`config.mk`:
```
export PLATFORM = sky130hd
export DESIGN_NAME = vga_timing_gen
export DESIGN_NICKNAME = d
export VERILOG_FILES = /design/src/rtl/vga_timing_gen.sv
export SDC_FILE = /design/constraint.sdc
export NUM_CORES = 1
export LEC_CHECK = 0
export BUFFER_PORTS_ARGS = -buffer_cell sky130_fd_sc_hd__buf_2
export CORE_ASPECT_RATIO = 0.8
export CORE_UTILIZATION = 55
export CTS_BUF_LIST = sky130_fd_sc_hd__clkbuf_4 sky130_fd_sc_hd__clkbuf_8
export CTS_CLUSTER_SIZE = 10
export DETAILED_ROUTE_END_ITERATION = 12
export HOLD_SLACK_MARGIN = 0.15
export MAX_ROUTING_LAYER = met4
export PLACE_DENSITY = 0.79
export REMOVE_ABC_BUFFERS = 1
export SYNTH_ARGS = -nofsm -noshare
export SYNTH_HDL_FRONTEND = slang
export SYNTH_SLANG_ARGS = --single-unit
```
`constraint.sdc`:
```
create_clock -name vga_clk -period 5.3 [get_ports vga_clk]
set_clock_uncertainty 0.2 [all_clocks]
set_input_delay 0.53 -clock vga_clk [delete_from_list [all_inputs] [get_ports vga_clk]]
set_output_delay 0.53 -clock vga_clk [all_outputs]
set_load 0.02 [all_outputs]
```
`src/rtl/vga_timing_gen.sv`:
```
// vga_timing_gen: raster counters, active/sync decode and pipeline-aligned sync outputs
module vga_timing_gen #(
  parameter int H_ACTIVE = 640,
  parameter int H_FP     = 16,
  parameter int H_SYNC   = 96,
  parameter int H_BP     = 48,
  parameter int V_ACTIVE = 480,
  parameter int V_FP     = 10,
  parameter int V_SYNC   = 2,
  parameter int V_BP     = 33,
  parameter int PIPE_DLY = 2
) (
  input  logic       vga_clk,
  input  logic       reset,
  output logic [9:0] DrawX,
  output logic [9:0] DrawY,
  output logic       blank,
  output logic       hs,
  output logic       vs,
  output logic       frame_start,
  output logic       vblank_start,
  output logic [7:0] frame_cnt
);
  localparam int H_TOTAL = H_ACTIVE + H_FP + H_SYNC + H_BP;
  localparam int V_TOTAL = V_ACTIVE + V_FP + V_SYNC + V_BP;
  localparam logic [9:0] H_LAST = 10'(H_TOTAL - 1);
  localparam logic [9:0] V_LAST = 10'(V_TOTAL - 1);
  localparam logic [9:0] H_ACT  = 10'(H_ACTIVE);
  localparam logic [9:0] V_ACT  = 10'(V_ACTIVE);
  localparam logic [9:0] HS_BEG = 10'(H_ACTIVE + H_FP);
  localparam logic [9:0] HS_END = 10'(H_ACTIVE + H_FP + H_SYNC - 1);
  localparam logic [9:0] VS_BEG = 10'(V_ACTIVE + V_FP);
  localparam logic [9:0] VS_END = 10'(V_ACTIVE + V_FP + V_SYNC - 1);
  if (H_TOTAL > 1024 || V_TOTAL > 1024 || PIPE_DLY < 0 || PIPE_DLY > 4) begin : g_bad_params
    $error("vga_timing_gen: totals must fit 10-bit counters and PIPE_DLY must be 0..4");
  end
  logic [9:0] h_nxt, v_nxt;
  logic [PIPE_DLY:0] hs_sr, vs_sr;
  // next raster position; vertical advances only when the line wraps
  always_comb begin
    h_nxt = (DrawX == H_LAST) ? '0 : DrawX + 10'd1;
    v_nxt = (DrawX != H_LAST) ? DrawY : (DrawY == V_LAST) ? '0 : DrawY + 10'd1;
  end
  // decode from next-state so every flag lands in the same cycle as its DrawX/DrawY
  always_ff @(posedge vga_clk) begin
    if (reset) begin
      DrawX        <= '0;
      DrawY        <= '0;
      blank        <= 1'b1;
      frame_start  <= 1'b1;
      vblank_start <= 1'b0;
      frame_cnt    <= '0;
      hs_sr        <= '1;
      vs_sr        <= '1;
    end else begin
      DrawX        <= h_nxt;
      DrawY        <= v_nxt;
      blank        <= (h_nxt < H_ACT) && (v_nxt < V_ACT);
      frame_start  <= (h_nxt == '0) && (v_nxt == '0);
      vblank_start <= (h_nxt == '0) && (v_nxt == V_ACT);
      frame_cnt    <= frame_cnt + {7'd0, (DrawX == H_LAST) && (DrawY == V_LAST)};
      hs_sr[0]     <= !((h_nxt >= HS_BEG) && (h_nxt <= HS_END));
      vs_sr[0]     <= !((v_nxt >= VS_BEG) && (v_nxt <= VS_END));
      for (int i = 1; i <= PIPE_DLY; i++) begin
        hs_sr[i] <= hs_sr[i-1];
        vs_sr[i] <= vs_sr[i-1];
      end
    end
  end
  assign hs = hs_sr[PIPE_DLY];
  assign vs = vs_sr[PIPE_DLY];
endmodule

```
Word level (Yosys, flattened, before mapping) --
Cells that the tools add are included.
Operators by class: add/sub/neg operators 3, magnitude comparators 6, equal/unequal tests 4, mux-type cells 3, reductions and logical operators 10
Operators by type and width (number):
- 10-bit two-way mux | 3
- 10-bit by 1-bit adder with 10-bit output (second input constant) | 2
- 10-bit == test (second input constant) | 2
- 10-bit logical NOT | 2
- 10-bit by 9-bit == test with 1-bit output (second input constant) | 1
- 10-bit greater-or-equal comparator (second input constant) | 1
- 10-bit by 9-bit greater-or-equal comparator with 1-bit output (second input constant) | 1
- 10-bit <= comparator (second input constant) | 1
- 10-bit by 9-bit <= comparator with 1-bit output (second input constant) | 1
- 10-bit < comparator (second input constant) | 1
- 10-bit by 9-bit < comparator with 1-bit output (second input constant) | 1
- 10-bit inequality test (second input constant) | 1
- 8-bit by 1-bit adder with 8-bit output | 1
- 1-bit logical AND | 6
- 1-bit logical NOT | 2
Word-level totals: bits in registers 37, input bits 2, output and inout port bits 33, logic and storage cells 34

Depth between registers and ports, before layout --
depth after elaboration 6, depth in mapped cells 11, mapped depth without buffers 10

Least setup slack after synthesis --
Ideal clock, no wire load.
path type register to register, start point register DrawX[0], end point register frame_cnt[5], setup time 0.128 ns, arrival time 2.454 ns, data required time 4.972 ns, path slack 2.519 ns, stages on the path, launching flop included 11, path buffers 1, clock period less this slack 2.781 ns, cell sequence dfxtp_1 ha_1 nand4_2 or3_4 buf_2 nor2_1 ha_1 and3_1 nand3_1 xor2_1 nor2_1
On the way: word-level cells in the longest chain between the ends 3
RTL lines:
- from (decl) | RTL line 15 | output logic [9:0] DrawX,
- from (signal assigned) | RTL line 56 | DrawX <= h_nxt;
- 10-bit == test | RTL line 61 | frame_cnt <= frame_cnt + {7'd0, (DrawX == H_LAST) && (DrawY == V_LAST)};
- 1-bit logical AND | RTL line 61
- 8-bit by 1-bit adder with 8-bit output | RTL line 61
- to (signal assigned) | RTL line 61
- to (decl) | RTL line 22 | output logic [7:0] frame_cnt
No other way between the ends. A chain may end at the register's enable or synchronous reset.

Worst setup path in the final report --
start point register DrawX[0], end point register frame_cnt[7]
The elaborated chain is that of the path after synthesis.

==> flow_summary.yaml <==
route:
  drtIter0Drc: 134
  first_pass_iters: 4
  wl_per_cell_um: 14.6
  vias: 1683
  drc: 0
  routed_via_density: 5.82
  wirelength_um: 4220
  ant_nets: 0
timing:
  fmax_mhz: 352
  slew_headroom_pct: 59.2
  rsz0062_at_grt: "no"
  whs_ps: 214
  hold_viol_final: 0
  finalCriticalPeriod_ps: 2840
  slew_violations: 0
  worst_pin_slew_ps: 612
  finalCritPeriodShare_pct: 53.6
  setup_viol_count_final: 0
  tns_ps: 0
finish:
  area_growth_pct: 13.2
  fin_nets: 256
  regArea_um2: 741
  multiInputGateArea_mm2: 0.00108
  nFillCells: 258
  antennaDiodeCount: 0
  drive_above_1_share_pct: 21.3
yosys:
  syn_area_mm2: 0.00193
  avgSynthCellArea_um2: 8.67
  synth-edff-count: 0
  synth_top_area_share_pct: 38.3
  ys_types: 48
  synth_flop_cell: "dfxtp_1"
  seq_area_frac_synth_pct: 38.3
  ys_warn_count: 0
  syn_inst: 223
  async_flop_share_pct: 0
  synth_area_leaders: "dfxtp_1 38%, nor2_1 6.0%, xnor2_1 5.4%, xor2_1 4.1%, ha_1 3.9%"
  yosysTopAreaCell: "dfxtp_1"
  ys_seq_elements: 37
placed_design:
  numPortBuffers: 34
  dp_hpwl_um: 2840
  gp_congestion: 0.864
setup_path:
  max_stage_delay_ps: 580
  critical_path_class: "register to register"
  crit_path_top_delay_cell: "or3_4"
  worstSetupStartpointType: "register"
  worstPathMaxFanout: 13
  arrival_ps: 2810
  path_cells: "ha_1, nand4_2, or3_4, nor2_1, ha_1, and3_1, nand3_1, xor2_1, nor2_1"
  worstPathRequired_ps: 5270
  endpoint_kind: "register"
die:
  core_mm2: 0.00322
  dieArea_mm2: 0.00376
  start_util_pct: 60.1
  die_height_um: 55.0
  chipWidth_um: 68.3
  rows: 18
  num_io_pins: 35
global_route:
  busiest_layer: "met2"
  grt_pass1_vias: 1456
  grt_first_pass_wirelength_um: 6710
  grt_overflow_total: 0
  grt_use_total_pct: 25.5
  antenna_found_initial: 0
  use_met1_pct: 34.4
  grt_use_met3_pct: 5.74
  grt_max_degree: 37
  use_met2_pct: 36.4
power_and_ir_drop:
  pwr-share-clk_pct: 46.5
  p_int_mw: 0.437
  vdd_drop_max_v: 0.000154
  p_per_area_mw_per_mm2: 254
  p_sw_share_pct: 21.4
  power.leakage_nw: 0.893
  sequentialPowerShare_pct: 51.0
  p_sw_mw: 0.119
  pwr-share-comb_pct: 2.5
clock_tree:
  cts_hold_buffers: 0
  cts_buffers: 5
  htreeDepth: 2
  clk_pin_slew_ps: 80
  cts_tree: "built"
  clockBufferDepth: 2
  cts_setup_buffers: 0
  post_cts_resized: 0
  cts_root_buf: "clkbuf_8"
  cts_sinks: 37
  clk_latency_ps: 300
min_path:
  hp-class: "register to register"
flow_run:
  cap_violations: 0
run_status:
  status: "completed"
[power by group through the flow]
stage	sequential, mW	clock [mW]	combinational [mW]
after floorplan	0.293	0	0.00398
after global placement	0.290	0	0.0141
after detailed placement	0.290	0	0.0140
after CTS	0.284	0.262	0.0140
after global routing	0.284	0.269	0.0150
final	0.284	0.259	0.0138
[kinds of logic (layout without fill, tap and decap cells)]
family	after synthesis	after routing	synth area share, %
buffers and inverters	23	49	5.76
XOR/XNOR	22	22	10.3
AND/OR/NAND/NOR	106	106	31.2
multiplexers	1	1	0.582
flip-flops	37	37	38.3
AO/OA/AOI/OAI	28	28	9.90
adder cells (fa/ha/maj)	6	6	3.88
[cell usage in the layout (no fill, tap or decap), types with 2 or more instances in the layout]
cell type	n
a41o_1	2
xor2_1	9
and3b_1	2
a21oi_1	6
nor2_1	31
or2_2	4
and3_1	5
ha_1	6
inv_1	7
nor2b_1	4
nor3_1	13
nand4_1	7
nand3_1	11
clkbuf_8	6
a31oi_1	2
and4_1	3
nand3b_1	2
nor3b_1	3
buf_2	34
dfxtp_1	37
a22oi_1	2
nand2_1	7
o21ai_0	5
xnor2_1	12
o22ai_1	3
nor4_1	4
[sequential cells by signal, indices dropped and copies added (netlist names)]
name and flops:
DrawX 10, DrawY 10, blank 1, frame_cnt 8
frame_start 1, hs_sr 3, vblank_start 1, vs_sr 3
[per-layer routing]
layer / vias to the layer above / routed length (um)
li1: 837 / -
met1: 776 / 2070
met2: 62 / 1830
met3: 8 / 250
met4: 0 / 72
met5: - / 0
[cell type report]
class,instances,area share (%)
Clock buffer,6,3.77
Clock inverter,2,1.71
Inverter,7,1.20
Multi-Input combinational cell,163,49.4
Sequential cell,37,33.8
Tap cell,40,2.29
Timing Repair Buffer,34,7.77
[final timing paths]
| check | from | end | slack, ps | cells past startpoint |
|---|---|---|---|---|
| max reg2reg | DrawX[0] | frame_cnt[7] | 2460 | 9 |
| max | DrawX[0] | frame_cnt[7] | 2460 | 9 |
| min reg2reg | vs_sr[1] | vs_sr[2] | 210 | 1 |
| min | vs_sr[1] | vs_sr[2] | 210 | 1 |
[critical path, delay by kind of cell (launching register included)]
family        cells  cell delay, ps
simple gates      6            1430
xor+xnor          1             150
flops             1             430
fa+ha+maj         2             490
[synth_stat cells, types with 4 or more instances]
master	number
nor2_1	31
buf_2	5
ha_1	6
nand3_1	11
xnor2_1	12
xor2_1	9
clkbuf_1	8
and3_1	5
nand2_1	7
nand4_1	7
nor4_1	4
o21ai_0	5
nor3_1	13
a21oi_1	6
nor2b_1	4
or2_2	4
inv_1	7
dfxtp_1	37
[through the flow]
stage | setup slack, ps | utilization (%) | total power [mW] | instances | area (um^2)
after floorplan | 2640 | - | 0.297 | 207 | 1850
after global placement | 2560 | 64.3 | 0.304 | 281 | 2070
after detailed placement | 2490 | 64.3 | 0.304 | 281 | 2070
after CTS | 2460 | 68.0 | 0.559 | 289 | 2190
after global routing | 2140 | 68.0 | 0.568 | 289 | 2190
final | 2460 | 68.0 | 0.556 | 289 | 2190
Note: power is estimated with default switching activity, not from simulation.
